### src/rtl/mul_tail_pipe.sv
// Multiply-pipeline tail (M2..M5): carries the M1 result to writeback with stall/flush,
// and answers decode's RAW-hazard queries against in-flight destinations.
module mul_tail_pipe #(
  parameter int DATA_W = 32,
  parameter int ADDR_W = 5,
  parameter int STAGES = 4   // legal range 1..8
) (
  input  logic              clk,
  input  logic              rst,
  input  logic              regwrite_in,
  input  logic [ADDR_W-1:0] wreg_in,
  input  logic [DATA_W-1:0] result_in,
  input  logic              overflow_in,
  input  logic              stall,
  input  logic              flush,
  input  logic [ADDR_W-1:0] query_a,
  input  logic [ADDR_W-1:0] query_b,
  output logic              regwrite_out,
  output logic [ADDR_W-1:0] wreg_out,
  output logic [DATA_W-1:0] result_out,
  output logic              zero_out,
  output logic              overflow_out,
  output logic              hit_a,
  output logic              hit_b,
  output logic [3:0]        pending
);

  typedef struct packed {
    logic              valid;
    logic [ADDR_W-1:0] wreg;
    logic [DATA_W-1:0] result;
    logic              overflow;
  } entry_t;

  entry_t stage_q [STAGES];
  entry_t entry_in;
  entry_t last_q;

  // A write to r0 travels as a bubble: data is kept, but it never writes back or hits.
  always_comb begin
    entry_in.valid    = regwrite_in && (wreg_in != '0);
    entry_in.wreg     = wreg_in;
    entry_in.result   = result_in;
    entry_in.overflow = overflow_in;
  end

  // NOTE: state uses non-blocking assignments so every stage samples the pre-edge
  // value of its predecessor; blocking here would collapse the pipeline into one stage.
  always_ff @(posedge clk or posedge rst) begin
    if (rst) begin
      // NOTE: the stage registers are a handful of flops, not a RAM, so every field
      // is reset; this keeps the outputs and hazard queries defined out of reset.
      for (int k = 0; k < STAGES; k++) stage_q[k] <= '0;
    end else if (flush) begin
      // Flush outranks stall; only valid bits are killed, data fields are left alone.
      for (int k = 0; k < STAGES; k++) stage_q[k].valid <= 1'b0;
    end else if (!stall) begin
      stage_q[0] <= entry_in;
      for (int k = 1; k < STAGES; k++) stage_q[k] <= stage_q[k-1];
    end
  end

  assign last_q       = stage_q[STAGES-1];
  assign regwrite_out = last_q.valid;
  assign wreg_out     = last_q.wreg;
  assign result_out   = last_q.result;
  assign zero_out     = last_q.valid && (last_q.result == '0);
  assign overflow_out = last_q.valid && last_q.overflow;

  // NOTE: every always_comb output gets a default first so no path leaves it
  // unassigned, which would otherwise infer a latch.
  always_comb begin
    hit_a   = 1'b0;
    hit_b   = 1'b0;
    pending = '0;
    for (int k = 0; k < STAGES; k++) begin
      if (stage_q[k].valid && (stage_q[k].wreg == query_a) && (query_a != '0)) hit_a = 1'b1;
      if (stage_q[k].valid && (stage_q[k].wreg == query_b) && (query_b != '0)) hit_b = 1'b1;
      pending = pending + 4'(stage_q[k].valid);
    end
  end

endmodule

### config.mk
export PLATFORM = sky130hd
export DESIGN_NAME = mul_tail_pipe
export DESIGN_NICKNAME = d
export VERILOG_FILES = /design/src/rtl/mul_tail_pipe.sv
export SDC_FILE = /design/constraint.sdc
export NUM_CORES = 1
export LEC_CHECK = 0
export CORE_MARGIN = 10
export CORE_UTILIZATION = 58
export DETAILED_ROUTE_END_ITERATION = 8
export GPL_TIMING_DRIVEN = 1
export PLACE_DENSITY_LB_ADDON = 0.25
export SLEW_MARGIN = 20
export SYNTH_ARGS = -nofsm -noshare
export SYNTH_HDL_FRONTEND = slang
export SYNTH_SLANG_ARGS = --single-unit
export TNS_END_PERCENT = 50
### constraint.sdc
create_clock -name clk -period 15.28 [get_ports clk]
set_input_delay 4.584 -clock clk [delete_from_list [all_inputs] [get_ports clk]]
set_output_delay 4.584 -clock clk [all_outputs]
set_load 0.02 [all_outputs]
==> impl_metrics.env <==
export IMPL_antenna_cells=0
export IMPL_viasPerCell=5.345
export IMPL_ys_ff_latch=156
export IMPL_irDropWorstVdd_v=0.0001416
export IMPL_crit_top_cell="clkdlybuf4s50_1"
export IMPL_stdcell_area_um2=8139
export IMPL_fillers=781
export IMPL_startpoint="query_a[0]"
export IMPL_dieArea_um2=16380
export IMPL_timing_rr_start="wreg_out[4]"
export IMPL_ioPinCount=99
export IMPL_reg2reg_to="wreg_out[4]"
export IMPL_rows=39
export IMPL_ys_types=28
export IMPL_tritoncts="yes"
export IMPL_avgSynthCellArea_um2=14.42
export IMPL_max_stage_delay_ns=0.61
export IMPL_cts_buffer_depth=2
export IMPL_path_class="in2out"
export IMPL_min_delay_path_class="reg2reg"
export IMPL_finish_utilization_pct=71.28
export IMPL_globalplace_congestion=0.8765
export IMPL_initial_utilization_pct=59.25
export IMPL_antenna_found_initial=0
export IMPL_worstPathCellList="clkdlybuf4s50_1 > xor2_1 > nor4_1 > nand3_1 > nand4_1 > o21a_1 > clkdlybuf4s50_1"
export IMPL_drtIter0Drc=230
export IMPL_grt_usage_pct=15.49
export IMPL_grt_max_degree=87
export IMPL_slew_viol_final=0
export IMPL_r2r_cells=1
export IMPL_rsz0062_at_grt="no"
export IMPL_hold_buffers=0
export IMPL_path_depth=7
export IMPL_final_common_cell="dfrtp_1"
export IMPL_layout_common_cells="dfrtp_1, clkdlybuf4s50_1, mux2_1"
export IMPL_synth_fp_nets=525
export IMPL_num_vias=3629
export IMPL_leakage_nw=3.445
export IMPL_worst_pin_slew_ns=1.039
export IMPL_crit_family="buffers and inverters"
export IMPL_wl_per_cell_um=17.92
export IMPL_yosysWarnings=0
export IMPL_regToRegSetupSlack_ns=14.40
export IMPL_ctsHtreeMaxLevel=4
export IMPL_grt_pass1_vias=3872
export IMPL_yosysSeqAreaShare_pct=57.70
export IMPL_finalCritPeriodShare_pct=73.30
export IMPL_finalPower_mw=1.364
export IMPL_required_ns=10.70
export IMPL_first_pass_iters=4
export IMPL_final_layout_size_suffix_gt1_share_pct=20.15
export IMPL_critPathMaxFanout=5
export IMPL_route_detailed_drc=0
export IMPL_status="finished, final reports clean"
export IMPL_ctsResizeCount=0
export IMPL_numCtsBuffers=17
export IMPL_fp_dieW_um=128
export IMPL_clk_latency_ns=0.41
export IMPL_relSlewSlack_pct=30.74
export IMPL_critPathArrivalTime_ns=6.62
export IMPL_coreArea_um2=11420
export IMPL_hold_viol_final=0
export IMPL_finalSetupTns_ns=0
export IMPL_clk_transition_reported_paths_ns=0.06
export IMPL_cts_sinks=156
export IMPL_root_buffer="clkbuf_16"
export IMPL_postSynthCellCount=469
export IMPL_antenna_left=0
export IMPL_placed_area_um2=7508
export IMPL_period_minus_slack_ns=11.20
export IMPL_critPathBufInv=2
export IMPL_gr_total_overflow=0
export IMPL_port_buffers=97
export IMPL_layout_cells_non_filler=679
export IMPL_fmax_ghz=0.08928
export IMPL_slowest_stage="clkdlybuf4s50_1"
export IMPL_syn_cell_area_um2=6765
export IMPL_hpwl_um=8469
export IMPL_cts_setup_buffers=0
export IMPL_finalClockSkew_ns=0.007614
export IMPL_start_kind="primary input"
export IMPL_cp_end_kind="output port"
export IMPL_grt_first_pass_wirelength_um=20040
export IMPL_chipHeight_um=128
export IMPL_cp_endpoint="hit_a"
export IMPL_syn_to_final_growth_pct=20.31
export IMPL_routed_wl_um=12170
export IMPL_holdCritStartpoint="stage_q[45]"
export IMPL_placedCellCount=647
export IMPL_setup_violations=0
export IMPL_power_density_nw_per_um2=167.6
export IMPL_nNetsFinal=579
export IMPL_max_cap_violations=0
area by class of cell:
cell class	count	area (µm²)	area share (%)
clock inverters	8	128.9	1.583
clock buffers	24	501.7	6.164
multi-input cells	242	2405	29.55
repair buffers	100	993.5	12.21
inverters	6	27.53	0.3382
well taps	143	178.9	2.198
flip-flops and latches	156	3904	47.96
layer usage:
metal	GRT usage, %	part of all wire (%)
met1	19.64	46
met2	23.27	47
met3	5.873	5.5
met4	6.689	1.8
met5	0	0
flip-flops by register name, summed over array words and instances, names as in the netlist:
signal and cells:
wreg_out 5, regwrite_out 1, stage_q 117, last_q 1, result_out 32
how the worst min path moves through the flow:
stage / endpoint / cells past startpoint / slack (ns)
3_3_place_gp: stage_q[57] / 1 / 0.46
4_1_cts: stage_q[45] / 1 / 0.48
5_1_grt: stage_q[45] / 1 / 0.50
2_1_floorplan: stage_q[40] / 1 / 0.45
6_report: stage_q[45] / 1 / 0.48
3_5_place_dp: stage_q[45] / 1 / 0.47
synth_stat cells (all sizes together):
cell | number | area (µm²)
clkbuf | 9 | 33.78
nor2 | 6 | 30.03
o21ai | 1 | 5.000
and2 | 1 | 6.260
nand3 | 8 | 40.04
fa | 1 | 20.02
xnor2 | 8 | 70.07
a21oi | 1 | 5.000
inv | 6 | 22.52
xor2 | 32 | 280.3
mux2 | 152 | 1712
and4 | 1 | 8.760
or4 | 4 | 30.03
conb | 1 | 3.750
nand4 | 3 | 18.77
buf | 56 | 400.4
ha | 2 | 25.02
mux2i | 3 | 30.03
dfrtp | 156 | 3904
o21a | 2 | 15.01
nor3 | 1 | 5.000
nor4 | 15 | 100.1
kinds of logic after synthesis:
kind of cell / after synthesis / share of synthesized area, %
muxes: 155 / 25.74
buffers and inverters: 71 / 6.750
other: 1 / 0.05543
DFF: 156 / 57.70
and+or+nand+nor: 39 / 3.532
xor gates and xnor gates: 40 / 5.179
AOI/OAI and AO/OA: 4 / 0.3697
adders and majority gates: 3 / 0.6658
stage by stage:
stage               worst slack (ns)  hold WS, ns
CTS                            4.054       0.4819
global route                   3.930       0.4973
floorplan                      5.129       0.4522
finish                         4.080       0.4785
detailed placement             4.068       0.4684
global placement               4.111       0.4627
power breakdown:
| part | leakage (nW) | internal (mW) | total, mW | switching, mW |
|---|---|---|---|---|
| clock | 0.307 | 0.280 | 0.438 | 0.158 |
| sequential | 1.86 | 0.529 | 0.615 | 0.0865 |
| combinational | 1.28 | 0.174 | 0.311 | 0.137 |
(Power assumes the default switching activity.)
